File: config.mk
export PLATFORM = sky130hd
export DESIGN_NAME = data_compare_seq
export DESIGN_NICKNAME = d
export VERILOG_FILES = /design/src/rtl/data_compare_seq.sv
export SDC_FILE = /design/constraint.sdc
export NUM_CORES = 1
export LEC_CHECK = 0
export ABC_AREA = 1
export CAP_MARGIN = 10
export CORE_AREA = 2 2 71 73
export DETAILED_ROUTE_END_ITERATION = 8
export DIE_AREA = 0 0 73 75
export HOLD_SLACK_MARGIN = 0.06
export PLACE_DENSITY = 0.73
export SLEW_MARGIN = 20
export SYNTH_ARGS = -nofsm -noshare
export SYNTH_HDL_FRONTEND = slang
export SYNTH_SLANG_ARGS = --single-unit
File: constraint.sdc
create_clock -name iClk -period 1.99 [get_ports iClk]
set_clock_uncertainty 0.15 [all_clocks]
set_input_delay 0.2985 -clock iClk [delete_from_list [all_inputs] [get_ports iClk]]
set_output_delay 0.2985 -clock iClk [all_outputs]
set_load 0.005 [all_outputs]
File: src/rtl/data_compare_seq.sv
`default_nettype none
// ============================================================================
// data_compare_seq : sequential nibble-serial magnitude comparator (gt/lt/eq)
// Optional build macro: DATACOMPARE_EARLY_EXIT_EN (MSB-first with early exit)
// Revision: 1.0 - initial release
// ============================================================================
module data_compare_seq #(
  parameter int NIBBLES = 4
) (
  input  logic                   iClk,
  input  logic                   iRst,
  input  logic                   iStart,
  input  logic                   iClear,
  input  logic [4*NIBBLES-1:0]   iData_a,
  input  logic [4*NIBBLES-1:0]   iData_b,
  input  logic [2:0]             iData,
  output logic                   oReady,
  output logic                   oValid,
  output logic [2:0]             oData
);

  localparam int              IW       = (NIBBLES > 1) ? $clog2(NIBBLES) : 1;
  localparam logic [IW-1:0]   LAST_IDX = IW'(NIBBLES - 1);

  typedef enum logic [1:0] {
    S_IDLE = 2'd0,
    S_RUN  = 2'd1,
    S_DONE = 2'd2
  } state_t;

  state_t                 state_q, state_d;
  logic [IW-1:0]          idx_q, idx_d;
  logic [4*NIBBLES-1:0]   a_q, a_d, b_q, b_d;
  logic [2:0]             res_q, res_d;
  logic [2:0]             data_q, data_d;
  logic [3:0]             nib_a, nib_b;

  // 4-bit cascade compare stage: equal nibbles pass the cascade bits verbatim
  function automatic logic [2:0] cmp_nib(input logic [3:0] a, input logic [3:0] b,
                                         input logic [2:0] cin);
    if (a > b) return 3'b100;
    if (a < b) return 3'b010;
    return cin;
  endfunction

  assign nib_a = a_q[{idx_q, 2'b00} +: 4];
  assign nib_b = b_q[{idx_q, 2'b00} +: 4];

  always_ff @(posedge iClk or posedge iRst) begin
    if (iRst) begin
      state_q <= S_IDLE;
      idx_q   <= '0;
      a_q     <= '0;
      b_q     <= '0;
      res_q   <= 3'b000;
      data_q  <= 3'b000;
    end else begin
      state_q <= state_d;
      idx_q   <= idx_d;
      a_q     <= a_d;
      b_q     <= b_d;
      res_q   <= res_d;
      data_q  <= data_d;
    end
  end

  // res_q is the running ripple result (LSB-first) or the held cascade input (early exit)
  always_comb begin
    state_d = state_q;
    idx_d   = idx_q;
    a_d     = a_q;
    b_d     = b_q;
    res_d   = res_q;
    data_d  = data_q;
    case (state_q)
      S_IDLE: begin
        if (iStart && !iClear) begin
          a_d     = iData_a;
          b_d     = iData_b;
          res_d   = iData;
          state_d = S_RUN;
`ifdef DATACOMPARE_EARLY_EXIT_EN
          idx_d   = LAST_IDX;
`else
          idx_d   = '0;
`endif
        end
      end
      S_RUN: begin
        if (iClear) begin
          state_d = S_IDLE;
        end else begin
`ifdef DATACOMPARE_EARLY_EXIT_EN
          if (nib_a != nib_b) begin
            data_d  = cmp_nib(nib_a, nib_b, res_q);
            state_d = S_DONE;
          end else if (idx_q == '0) begin
            data_d  = res_q;
            state_d = S_DONE;
          end else begin
            idx_d = idx_q - 1'b1;
          end
`else
          res_d = cmp_nib(nib_a, nib_b, res_q);
          if (idx_q == LAST_IDX) begin
            data_d  = res_d;
            state_d = S_DONE;
          end else begin
            idx_d = idx_q + 1'b1;
          end
`endif
        end
      end
      S_DONE:  state_d = S_IDLE;
      default: state_d = S_IDLE;
    endcase
  end

  assign oReady = (state_q == S_IDLE);
  assign oValid = (state_q == S_DONE);
  assign oData  = data_q;

endmodule
`default_nettype wire

==> flow_metrics.env <==
export IMPL_cts_tree="yes"
export IMPL_synthAdderAreaFrac_pct=3.064
export IMPL_drive_gt1_share_pct=12.78
export IMPL_end_kind="flop"
export IMPL_synth_area_leader_cell="dfrtp_1"
export IMPL_coreArea_um2=4661
export IMPL_start_kind="flop"
export IMPL_cts_sinks=42
export IMPL_synthArstFlopShare_pct=100.0
export IMPL_ys_warnings_count=0
export IMPL_cpPeakStageDelay_ns=0.45
export IMPL_hold_class="input pin to asynchronous set/reset pin"
export IMPL_first_pass_iters=4
export IMPL_gr_total_overflow=0
export IMPL_synth_top_family_by_area="simple AND/OR/NAND/NOR gates"
export IMPL_yosysSeqAreaShare_pct=51.47
export IMPL_root_buffer="clkbuf_8"
export IMPL_path_buf_inv=2
export IMPL_dieHeight_um=75
export IMPL_dp_hpwl_mm=3.077
export IMPL_start_util_pct=43.81
export IMPL_htreeDepth=2
export IMPL_drt_iter0_markers=157
export IMPL_antenna_cells=0
export IMPL_netlist_area_um2=2042
export IMPL_hold_buffers=0
export IMPL_synthFlopType="dfrtp_1"
export IMPL_syn_inst=263
export IMPL_route_vias_total=1757
export IMPL_clock_latency_ns=0.30
export IMPL_synth_seq_cells=42
export IMPL_required_ns=2.03
export IMPL_finalSetupViolCount=0
export IMPL_drc_errors=0
export IMPL_cts_setup_buffers=0
export IMPL_cts_max_path_buffers=2
export IMPL_die_x_um=73
export IMPL_yosysMostFrequentCell="nand2_1"
export IMPL_rsz0062_at_grt="true"
export IMPL_synthMuxAreaShare_pct=0
export IMPL_final_max_slew_violation_count=0
export IMPL_synth_common_cells="nand2_1 (121), dfrtp_1 (42), nor2_1 (25)"
export IMPL_drt_wl_total_mm=4.222
export IMPL_synthesis_nets=307
export IMPL_synth_top_area_share_pct=51.47
export IMPL_port_buffers=43
export IMPL_r2r_slack_ns=0.04
export IMPL_yosysUniqueCellTypes=21
export IMPL_p_leak_nw=1.347
export IMPL_placed_cell_area_um2=2535
export IMPL_drv_cap=0
export IMPL_syn_avg_cell_area_um2=7.764
export IMPL_power_per_cell_area_nw_per_um2=1221
export IMPL_slew_headroom_pct=65.45
export IMPL_p_total_mw=3.280
export IMPL_nets=356
export IMPL_synth_compound_area_share_pct=8.333
export IMPL_fmaxAchievable_mhz=512.7
export IMPL_hold_violations=0
export IMPL_wl_per_cell_um=11.50
export IMPL_cts_buffers=5
export IMPL_design_area_um2=2685
export IMPL_antenna_found_initial=0
export IMPL_worst_pin_slew_ns=0.5183
export IMPL_syn_to_final_growth_pct=31.50
export IMPL_grtUsageTotal_pct=17.62
export IMPL_path_delay_family="simple AND/OR/NAND/NOR gates"
export IMPL_yosys_area_share_simple_pct=30.82
export IMPL_io_pins=44
export IMPL_grt_max_degree=43
export IMPL_arrival_ns=1.99
export IMPL_crit_fanout=8
export IMPL_fin_tns_setup_ns=0
export IMPL_crit_slowest_cell="dfrtp_2"
export IMPL_synthTopCellsByArea="dfrtp_1 (51%), nand2_1 (22%), o21ai_0 (5.1%)"
export IMPL_die_area_um2=5475
export IMPL_ant_nets=0
export IMPL_path_clk_slew_ns=0.08
export IMPL_status="complete, no violations"
export IMPL_min_period_ns=1.951
export IMPL_finalCritPeriodShare_pct=98.02
export IMPL_ir_worst_vdd_mv=0.5657
export IMPL_critPathKind="flop to flop"
export IMPL_synth_edf_count=0
export IMPL_cp_common_cell="nand2_1"
export IMPL_grt_pass1_wl_mm=7.334
export IMPL_viasPerCell=4.787
export IMPL_synthXorXnorAreaFrac_pct=0
export IMPL_first_global_vias=1695
export IMPL_place_congestion=0.8171
export IMPL_path_cells="buf_6 -> o21ai_1 -> o22ai_1 -> ha_1 -> nand2_2 -> inv_1 -> nand2_1 -> nand2_2 -> nand2_2 -> nand2_1 -> nand2_1 -> nand2_1"
export IMPL_row_count=25
## cells in the final DEF (no fill, tap or decap), drive strengths merged
cell type      count
nor3b              1
a21oi              5
buf                8
inv               17
o22ai              4
o21ai             24
nor2              27
nand3              4
dfrtp             42
ha                 5
clkdlybuf4s50     43
clkbuf             7
nand2            124
clkinv             2
## power breakdown
part | leakage, nW | internal, mW | switching (mW)
registers | 0.526 | 1.08 | 0.143
logic | 0.772 | 0.629 | 0.858
clock network | 0.0482 | 0.280 | 0.285
total | 1.35 | 1.99 | 1.29
## worst min-delay path: stages
cell and delay (ns):
clkdlybuf4s50_1 0.40, inv_1 0.05, buf_4 0.42
## stage by stage
| stage | utilization (%) | cells | setup WS, ns | hold WS (ns) |
|---|---|---|---|---|
| after floorplan | - | 263 | 0.04376 | 0.2581 |
| after global placement | 54.39 | 358 | 0.03669 | 0.3117 |
| after detailed placement | 54.39 | 358 | -0.008969 | 0.3071 |
| after CTS | 56.48 | 366 | 0.008868 | 0.3047 |
| after global routing | 57.61 | 367 | -0.06494 | 0.3370 |
| final | 57.61 | 367 | 0.03948 | 0.2642 |
## repair_timing
item,in CTS,in global routing
setup endpoints to repair,2,6
pin swaps,0,4
resized for setup,4,25
endpoints found under the hold margin,0,0
cloned,0,1
## kinds of logic (layout without fill, tap and decap cells)
family / after synthesis / after routing
flops: 42 / 42
fa+ha+maj: 5 / 5
simple gates: 156 / 156
compound gates: 33 / 33
buf+inv: 27 / 77
## state kept, by name, summed over array words and instances, names as in the netlist
signal and flops:
b_q 16, idx_q 2, res_q 3, state_q 2
a_q 16, oData 3
## routing by layer
| metal | up-vias | wire length, µm | track usage, % |
|---|---|---|---|
| met1 | 795 | 1836 | 22.27 |
| met5 | - | 0 | 0 |
| met4 | 0 | 98 | 8.642 |
| li1 | 913 | - | - |
| met3 | 8 | 183 | 2.945 |
| met2 | 41 | 2103 | 29.53 |
## final timing paths
| check | depth (start not counted) | end | from |
|---|---|---|---|
| setup / recovery | 12 | res_q[0] | idx_q[0] |
| hold / removal | 3 | a_q[2] | iRst |
| setup reg to reg | 12 | res_q[0] | idx_q[0] |
| hold reg to reg | 2 | b_q[9] | b_q[9] |
| max in group asynchronous | 3 | idx_q[0] | iRst |
| min in group iClk | 2 | b_q[9] | b_q[9] |
## final cells by class
class                           count  area (µm²)
Clock buffer                        7       86.33
Clock inverter                      1       5.005
Inverter                           18       73.82
Sequential cell                    42        1052
Tap cell                           54       67.56
Fill cell                         417        1976
Timing Repair Buffer               51       495.5
Multi-Input combinational cell    194       904.6
(Power assumes the default switching activity.)
